$ cat src/rtl/forthsuper_mem_pkg.sv
// Shared types and helpers for the Forth core memory access unit.
package forthsuper_mem_pkg;

  // Access size encoding as presented by the core; 2'b11 is handled as a word.
  typedef enum logic [1:0] {
    SZ_B = 2'b00,
    SZ_H = 2'b01,
    SZ_W = 2'b10
  } mem_sz_t;

  // Sequencer states: idle/first store word, load first word, load second word,
  // store second word.
  typedef enum logic [1:0] {
    IDLE = 2'b00,
    LD1  = 2'b01,
    LD2  = 2'b10,
    ST2  = 2'b11
  } mau_state_t;

  localparam int unsigned LANES = 4;

  // Unshifted byte-lane mask for an access size (lane 0 = least significant byte).
  function automatic logic [3:0] size_lanes(input logic [1:0] sz);
    logic [3:0] m;
    if (sz == SZ_B) begin
      m = 4'b0001;
    end else if (sz == SZ_H) begin
      m = 4'b0011;
    end else begin
      m = 4'b1111;
    end
    return m;
  endfunction

endpackage

$ cat src/rtl/mau_lane_align.sv
// Combinational lane steering: byte-lane masks across two words, store data
// placement and load data extraction with zero extension.
module mau_lane_align
  import forthsuper_mem_pkg::*;
(
  input  logic [1:0]  off_i,
  input  logic [1:0]  sz_i,
  input  logic [31:0] wd_i,
  input  logic [31:0] lo_i,
  input  logic [31:0] hi_i,
  output logic [7:0]  lm8_o,
  output logic [63:0] wide64_o,
  output logic [31:0] ld_o
);

  logic [3:0]  lanes;
  logic [4:0]  shamt;
  logic [63:0] st_raw;
  logic [31:0] ld_raw;
  logic [31:0] ld_keep;

  // Derive the lane mask and shifted store/load words from the byte offset.
  always_comb begin
    lanes  = size_lanes(sz_i);
    shamt  = {off_i, 3'b000};
    lm8_o  = {4'b0000, lanes} << off_i;
    st_raw = {32'h0000_0000, wd_i} << shamt;
    ld_raw = 32'({hi_i, lo_i} >> shamt);
  end

  // Per-lane masking: store lanes outside the access drive zero, load bytes
  // beyond the access size are cleared to zero-extend.
  for (genvar gi = 0; gi < 8; gi++) begin : g_st_lane
    assign wide64_o[8*gi +: 8] = lm8_o[gi] ? st_raw[8*gi +: 8] : 8'h00;
  end

  for (genvar gi = 0; gi < LANES; gi++) begin : g_ld_lane
    assign ld_keep[8*gi +: 8] = {8{lanes[gi]}};
  end

  assign ld_o = ld_raw & ld_keep;

endmodule

$ cat src/rtl/spram_mau.sv
// Memory access unit: turns byte/half/word loads and stores at arbitrary byte
// addresses into one or two lane-masked cycles on a 32-bit single-port SRAM.
module spram_mau
  import forthsuper_mem_pkg::*;
#(
  parameter int ADDR_W = 17
) (
  input  logic              clk,
  input  logic              rst,
  input  logic              req,
  input  logic              we,
  input  logic [1:0]        sz,
  input  logic [ADDR_W-1:0] a,
  input  logic [31:0]       wd,
  output logic              rdy,
  output logic              rvalid,
  output logic [31:0]       rd,
  output logic              m_we,
  output logic [3:0]        m_bmsk,
  output logic [ADDR_W-3:0] m_a,
  output logic [31:0]       m_vi,
  input  logic [31:0]       m_vo
);

  localparam int WA_W = ADDR_W - 2;

  mau_state_t      state_q, state_d;
  logic [1:0]      sz_q;
  logic [1:0]      off_q;
  logic [WA_W-1:0] w_q;
  logic [WA_W-1:0] w_next;
  logic [31:0]     wd_q;
  logic [31:0]     lo_q;
  logic [31:0]     rd_q;
  logic            rvalid_q;

  logic            idle;
  logic            accept;
  logic            split;
  logic [1:0]      al_off;
  logic [1:0]      al_sz;
  logic [31:0]     al_wd;
  logic [31:0]     al_lo;
  logic [31:0]     al_hi;
  logic [7:0]      lm8;
  logic [63:0]     wide64;
  logic [31:0]     ld_data;

  assign idle   = (state_q == IDLE);
  assign accept = req & idle;
  assign split  = |lm8[7:4];
  // Second word wraps around the top of the SRAM.
  assign w_next = w_q + WA_W'(1);

  // Aligner sees the live request while idle and the latched one afterwards;
  // load words come from m_vo (first word) or lo_q plus m_vo (split).
  always_comb begin
    al_off = idle ? a[1:0] : off_q;
    al_sz  = idle ? sz : sz_q;
    al_wd  = idle ? wd : wd_q;
    al_lo  = (state_q == LD2) ? lo_q : m_vo;
    al_hi  = (state_q == LD2) ? m_vo : 32'h0000_0000;
  end

  mau_lane_align u_align (
    .off_i   (al_off),
    .sz_i    (al_sz),
    .wd_i    (al_wd),
    .lo_i    (al_lo),
    .hi_i    (al_hi),
    .lm8_o   (lm8),
    .wide64_o(wide64),
    .ld_o    (ld_data)
  );

  // State register.
  always_ff @(posedge clk) begin
    if (rst) begin
      state_q <= IDLE;
    end else begin
      state_q <= state_d;
    end
  end

  // Next-state logic: stores finish in IDLE unless split, loads go through LD1.
  always_comb begin
    state_d = state_q;
    unique case (state_q)
      IDLE: begin
        if (req) begin
          if (we) begin
            state_d = split ? ST2 : IDLE;
          end else begin
            state_d = LD1;
          end
        end
      end
      LD1:     state_d = split ? LD2 : IDLE;
      LD2:     state_d = IDLE;
      ST2:     state_d = IDLE;
      default: state_d = IDLE;
    endcase
  end

  // SRAM-side outputs; writes are suppressed while reset is asserted.
  always_comb begin
    rdy    = 1'b0;
    m_we   = 1'b0;
    m_bmsk = 4'b0000;
    m_a    = w_q;
    m_vi   = 32'h0000_0000;
    unique case (state_q)
      IDLE: begin
        rdy = 1'b1;
        m_a = a[ADDR_W-1:2];
        if (req && we && !rst) begin
          m_we   = 1'b1;
          m_bmsk = lm8[3:0];
          m_vi   = wide64[31:0];
        end
      end
      LD1: begin
        if (split) begin
          m_a = w_next;
        end
      end
      LD2: begin
        m_a = w_next;
      end
      ST2: begin
        m_a = w_next;
        if (!rst) begin
          m_we   = 1'b1;
          m_bmsk = lm8[7:4];
          m_vi   = wide64[63:32];
        end
      end
      default: begin
        rdy = 1'b0;
      end
    endcase
  end

  // Request latches, first load word capture and registered load result.
  always_ff @(posedge clk) begin
    if (rst) begin
      sz_q     <= 2'b00;
      off_q    <= 2'b00;
      w_q      <= '0;
      wd_q     <= 32'h0000_0000;
      lo_q     <= 32'h0000_0000;
      rd_q     <= 32'h0000_0000;
      rvalid_q <= 1'b0;
    end else begin
      rvalid_q <= 1'b0;
      if (accept) begin
        sz_q  <= sz;
        off_q <= a[1:0];
        w_q   <= a[ADDR_W-1:2];
        wd_q  <= wd;
      end
      if (state_q == LD1) begin
        lo_q <= m_vo;
        if (!split) begin
          rd_q     <= ld_data;
          rvalid_q <= 1'b1;
        end
      end
      if (state_q == LD2) begin
        rd_q     <= ld_data;
        rvalid_q <= 1'b1;
      end
    end
  end

  assign rd     = rd_q;
  assign rvalid = rvalid_q;

endmodule

$ cat config.mk
export PLATFORM = sky130hd
export DESIGN_NAME = spram_mau
export DESIGN_NICKNAME = d
export VERILOG_FILES = /design/src/rtl/forthsuper_mem_pkg.sv /design/src/rtl/mau_lane_align.sv /design/src/rtl/spram_mau.sv
export SDC_FILE = /design/constraint.sdc
export NUM_CORES = 1
export LEC_CHECK = 0
export ABC_AREA = 1
export CAP_MARGIN = 20
export CORE_UTILIZATION = 40
export CTS_CLUSTER_DIAMETER = 200
export DETAILED_ROUTE_END_ITERATION = 6
export PLACE_DENSITY = 0.68
export RECOVER_POWER = 25
export SLEW_MARGIN = 20
export SYNTH_ARGS = -nofsm -noshare
export SYNTH_HDL_FRONTEND = slang
export SYNTH_SLANG_ARGS = --single-unit
$ cat constraint.sdc
create_clock -name clk -period 2.4 [get_ports clk]
set_input_delay 0.6 -clock clk [delete_from_list [all_inputs] [get_ports clk]]
set_output_delay 0.6 -clock clk [all_outputs]
set_load 0.005 [all_outputs]
== Word level (Yosys, flattened, before mapping) ==
Cells that the tools add are included.

* Bits in registers: 118
* Bits of input ports: 87
* Word-level logic and storage cells: 67

* Add/subtract/negate cells: 1
* Eq/ne operators: 6
* Shift-type cells: 3
* Multiplexer cells: 38
* Bitwise operators: 2
* Reductions and logical operators: 9

{| class="wikitable"
|+ Operator list
! operator !! count
|-
| $mux 32 || 8
|-
| $mux 8 || 8
|-
| $pmux 32 s2 || 1
|-
| $shl 32x5->64 || 1
|-
| $shr 64x5->32 || 1
|-
| $pmux 15 s3 || 1
|-
| $and 32x32->32 || 1
|-
| $mux 4 || 4
|-
| $add 15x1->15 const B || 1
|-
| $mux 15 || 1
|-
| $mux 2 || 6
|-
| $pmux 4 s2 || 1
|-
| $shl 4x2->8 || 1
|-
| $mux 1 || 6
|-
| $pmux 2 s3 || 1
|-
| $eq 2x1->1 const B || 2
|-
| $eq 2x2->1 const B || 2
|-
| $logic_not 2->1 || 2
|-
| $reduce_or 4->1 || 1
|-
| $logic_and 1x1->1 || 2
|-
| $ne 2x1->1 const B || 1
|-
| $ne 2x2->1 const B || 1
|-
| $pmux 1 s2 || 1
|-
| $reduce_and 2->1 || 1
|-
| other kinds (4) || 4
|}

== Depth between registers and ports, before layout ==
* Word-level depth: 11
* Mapped depth: 15

== Cells and area by module ==
A second synthesis with hierarchy kept.

* Cells, all modules: 1,530
* Area, all modules: 8,530.7 sq um

{| class="wikitable"
|+ Modules (own cells, without submodules)
! module !! instances !! cells an instance !! area each (sq um)
|-
| spram_mau || 1 || 1,015 || 6,309.8
|-
| mau_lane_align || 1 || 515 || 2,220.9
|}

== Worst setup path before layout ==
OpenSTA, ideal clock, no wires.

* Path kind: register -> output
* From: register state_q[0]
* To: output port m_a[4]
* Data arrival time: 1,795 ps
* Data required time: 1,800 ps
* Setup slack: 5 ps
* Cell stages (with the launch flop): 15
* Buffers on the path: 3
* Cells stage by stage: dfxtp_1 inv_1 ha_1 buf_6 inv_4 nand2_1 nand2_1 buf_6 nand2_2 nand2_4 nand3_1 nand2_2 buf_6 nand2_1 a21oi_1

* Word-level cells in the longest chain between the ends: 9
* Elaborated cells between the ends (all ways): 15

{| class="wikitable"
|+ Ends and longest elaborated chain
! element !! RTL line !! text
|-
| start: declaration || spram_mau.sv:27 || <nowiki>mau_state_t state_q, state_d;</nowiki>
|-
| start signal: assignment || spram_mau.sv:81 || <nowiki>state_q <= state_d;</nowiki>
|-
| $logic_not 2->1 || spram_mau.sv:49, spram_mau.sv:112 ||
|-
| $mux 2 || spram_mau.sv:59 || <nowiki>al_sz = idle ? sz : sz_q;</nowiki>
|-
| $eq 2x1->1 || forthsuper_mem_pkg.sv:27 || <nowiki>end else if (sz == SZ_H) begin</nowiki>
|-
| $mux 4 || forthsuper_mem_pkg.sv:27 ||
|-
| $mux 4 || forthsuper_mem_pkg.sv:25 || <nowiki>if (sz == SZ_B) begin</nowiki>
|-
| $shl 4x2->8 || mau_lane_align.sv:26 || <nowiki>lm8_o = {4'b0000, lanes} << off_i;</nowiki>
|-
| $reduce_or 4->1 || spram_mau.sv:51 || <nowiki>assign split = |lm8[7:4];</nowiki>
|-
| $mux 15 || spram_mau.sv:123 || <nowiki>if (split) begin</nowiki>
|-
| $pmux 15 s3 (*) || spram_mau.sv:112 || <nowiki>unique case (state_q)</nowiki>
|-
| end: declaration || spram_mau.sv:20 || <nowiki>output logic [ADDR_W-3:0] m_a,</nowiki>
|}

Mark *: on every way between the ends. The rest lies on a longest branch, timed or not.

== Worst setup path after layout ==
* From: register state_q[0]
* To: output port m_vi[9]

* Word-level cells in the longest chain between the ends: 9
* Elaborated cells between the ends (all ways): 16

{| class="wikitable"
|+ Ends and longest elaborated chain
! element !! RTL line !! text
|-
| $logic_not 2->1 || spram_mau.sv:49, spram_mau.sv:112 ||
|-
| $mux 2 || spram_mau.sv:59 ||
|-
| $eq 2x1->1 || forthsuper_mem_pkg.sv:27 ||
|-
| $mux 4 || forthsuper_mem_pkg.sv:27 ||
|-
| $mux 4 || forthsuper_mem_pkg.sv:25 ||
|-
| $shl 4x2->8 || mau_lane_align.sv:26 ||
|-
| $mux 8 || mau_lane_align.sv:34 || <nowiki>assign wide64_o[8*gi +: 8] = lm8_o[gi] ? st_raw[8*gi +: 8] : 8'h00;</nowiki>
|-
| $mux 32 (on tied branches) || spram_mau.sv:132, spram_mau.sv:116 ||
|-
| $pmux 32 s2 (*) || spram_mau.sv:112 ||
|-
| end: declaration || spram_mau.sv:21 || <nowiki>output logic [31:0] m_vi,</nowiki>
|}

Marks and branches as above.

==> summary.md <==
| Metric | Value |
|---|---|
| Core Rows | `51` |
| H-Tree Depth | `4` |
| Failing checks | `setup timing` |
| Fmax | `0.335 GHz` |
| Yosys cell types | `34` |
| Total GRT Usage | `0.297` |
| Sequential cell area fraction in the yosys report | `0.293` |
| Setup crit end kind | `output port` |
| DRC | `0` |
| Slowest-stage cell, CP | `dfxtp_2` |
| Worst path max stage delay | `0.32 ns` |
| LEAKAGE | `5.80 nW` |
| Critical Path AT | `2.38 ns` |
| Mapped Cells | `1,424` |
| Pwr/cell area | `623 mW/mm²` |
| Clock Root Buffer | `clkbuf_16` |
| Fin crit share | `1.24` |
| Hold Crit Class | `reg -> reg` |
| DP HPWL | `20.1 mm` |
| Syn_nets | `1,516` |
| GPL Wtd Cong | `0.972` |
| Final Hold Vio Count | `0` |
| Area Overhead vs Synth | `55.7%` |
| Longest Clk Path Bufs | `2` |
| Startpoint types | `register` |
| Grt met1 use | `0.398` |
| # IOs | `173` |
| Worst hold path stage count | `2` |
| Hold_buf cts | `0` |
| Area contributors post-synth | `dfxtp_1 29%, nand2_1 23%, nor2_1 11%` |
| Design area | `0.0125 mm²` |
| Post-Syn Area per Cell | `5.66 µm²` |
| Share of cells above drive strength 1 | `0.256` |
| Commonest non-fill, non-tap cell in the layout | `nand2_1` |
| CTS clk-pin slew, worst paths | `0.06 ns` |
| Initial antenna violation count | `0` |
| Post-DP Area | `0.0107 mm²` |
| First-pass GRT wire length | `47.5 mm` |
| CTS tree | `done` |
| Share of the synthesized area in the top cell type | `0.293` |
| Int Power | `4.95 mW` |
| Routed vias | `10,400` |
| Initial drt markers | `1,034` |
| WP data required | `1.80 ns` |
| Die height | `144 µm` |
| Clk_lat worst skew | `0.43 ns` |
| CTS Buf Count | `17` |
| Synth Warn # | `0` |
| Final Util | `0.640` |
| Initial Util | `0.411` |
| Setup_tns | `-24.99 ns` |
| Worst slew pin tran | `0.771 ns` |
| Delay-heaviest family, CP | `buffers and inverters` |
| Status | `finished with violations` |
| PnR worst setup slack | `-0.581 ns` |
| Seq cells post-synth | `118` |
| Unrepaired setup endpoints after global routing | `true` |
| Most Crowded Layer GR | `met2` |
| Kind of critical path | `reg -> out` |
| WP buf/inv | `8` |
| Worst r2r path cells | `13` |
| Antenna-violating nets left | `0` |
| Critical Path Fanout Max | `7` |
| Routed len/inst | `16.3 µm` |
| M2 GR Usage | `0.460` |
| Slew Limit Headroom | `0.486` |
| Largest net degree at the start of global routing | `75` |
| Worst path most repeated cell | `buf_6` |
| Logic pwr share | `0.406` |
| Synth area leader | `dfxtp_1` |
| CP cell instances | `inv_2 -> ha_4 -> buf_6 -> nand2_4 -> inv_4 -> nand3_4 -> buf_6 -> nor2_4 -> nand2_2 -> inv_4 -> buf_6 -> buf_4 -> nand2_2 -> a21oi_2 -> buf_2` |
| Fin. max-slew vios | `0` |
| Filler cells | `1,810` |
| Clock network fraction of design power | `0.300` |
| Switching power | `2.86 mW` |
| Core Region | `0.0196 mm²` |
| Vias in the first global route | `9,192` |
| Gr ovfl total | `0` |
| Die width | `144 µm` |
| Minimum clock period | `2.98 ns` |
| Critical path depth | `15` |
| Final Skew | `0.00789 ns` |
| Clock Sinks | `118` |
| Sequential power share | `0.294` |
| Post-Route WL | `31.8 mm` |
| Antenna diodes | `0` |
| Final Setup Violations | `52` |
| Cell Area, Synth | `0.00806 mm²` |
| Switching share of power | `0.366` |
| Vias per cell | `5.31` |
| Commonest non-fill, non-tap cells in the layout | `432 x nand2_1, 223 x nor2_1, 117 x clkdlybuf4s50_1` |
| Fin nets | `1,770` |
| PortBufs | `172` |
| Met3 usage | `0.0550` |
| Max IR drop VDD | `0.000572 V` |
| Die ar. | `0.0207 mm²` |
| DRT Pass-1 Iters | `6` |
| Max Cap Viol | `0` |
==> sequential cells by signal, summed over array words and instances (netlist names) <==
signal,flops
lo_q,32
rvalid,1
wd_q,32
w_q,15
sz_q,2
state_q,2
off_q,2
rd,32
==> worst paths after layout <==
path                                 from  slack (ns)               endpoint
setup / recovery  state_q[0]$_SDFFE_PP0P_       -0.58                m_vi[9]
hold / removal      wd_q[14]$_SDFFE_PP0P_        0.46  wd_q[14]$_SDFFE_PP0P_
setup reg to reg  state_q[0]$_SDFFE_PP0P_        0.13     rd[5]$_SDFFE_PP0P_
hold reg to reg     wd_q[14]$_SDFFE_PP0P_        0.46  wd_q[14]$_SDFFE_PP0P_
==> stage by stage <==
stage,instances,hold WS [ns],power (mW),setup WS [ns]
4_1_cts,1943,0.462,7.53,-0.555
5_1_grt,1954,0.488,8.20,-0.654
3_3_place_gp,1884,0.440,4.80,-0.949
3_5_place_dp,1884,0.451,4.83,-0.975
2_1_floorplan,1424,0.429,3.70,0.00489
6_report,1954,0.462,7.81,-0.581
==> area by class of cell <==
type | instances | area (µm²) | share of cell area
multi-input cells | 1106 | 5790 | 0.461
repair buffers | 332 | 3110 | 0.248
flip-flops and latches | 118 | 2360 | 0.189
clock buffers | 22 | 484 | 0.0386
inverters | 103 | 418 | 0.0333
well taps | 265 | 332 | 0.0264
clock inverters | 8 | 51.3 | 0.00409
==> cell usage after synthesis <==
master and number:
o21ai_0 103, dfxtp_1 118, nor2_1 238, inv_1 96, xor2_1 7, nand3_2 1, buf_1 16, a31oi_1 8
a21oi_1 89, a211oi_1 16, nor3_1 12, a21oi_2 1, a221oi_1 8, nand3_1 104, clkbuf_1 44, nand4_1 12
nand2_1 484, o21ai_2 1, buf_4 6, o21ai_4 1, clkinv_1 2, or2_0 1, or2_2 1, nand2_2 8
o211ai_1 1, inv_2 4, buf_2 27, inv_4 1, buf_6 4, nor2_4 1, nand2_4 2, o21a_1 1
ha_1 5, xnor2_1 1
==> kinds of logic after synthesis <==
group / share of synthesized area
buffers and inverters: 0.104
xor gates and xnor gates: 0.00870
adders and majority gates: 0.00777
and+or+nand+nor: 0.431
AOI/OAI and AO/OA: 0.155
DFF: 0.293
==> what timing repair did <==
action / in CTS / in global routing
hold endpoints to repair: 0 / 0
buffers inserted: 25 / 16
resized for setup: 403 / 129
pin swaps: 42 / 65
gates cloned: 6 / 2
endpoints found under the setup margin: 53 / 59
==> tightest hold or removal path, stage by stage (launching register included) <==
cell	delay, ns
dfxtp_1	0.29
inv_1	0.06
a211oi_1	0.06
==> power groups by stage <==
stage	clock (mW)	combinational [mW]	sequential [mW]
2_1_floorplan	0	1.39	2.31
3_3_place_gp	0	2.49	2.32
3_5_place_dp	0	2.50	2.32
4_1_cts	2.36	2.89	2.29
5_1_grt	2.46	3.43	2.32
6_report	2.35	3.17	2.29
==> per-layer routing <==
| layer | routed length [µm] | part of all wire |
|---|---|---|
| met1 | 13700 | 0.43 |
| met2 | 14300 | 0.45 |
| met3 | 2590 | 0.082 |
| met4 | 1120 | 0.035 |
| met5 | 0 | 0 |
(Power assumes the default switching activity.)
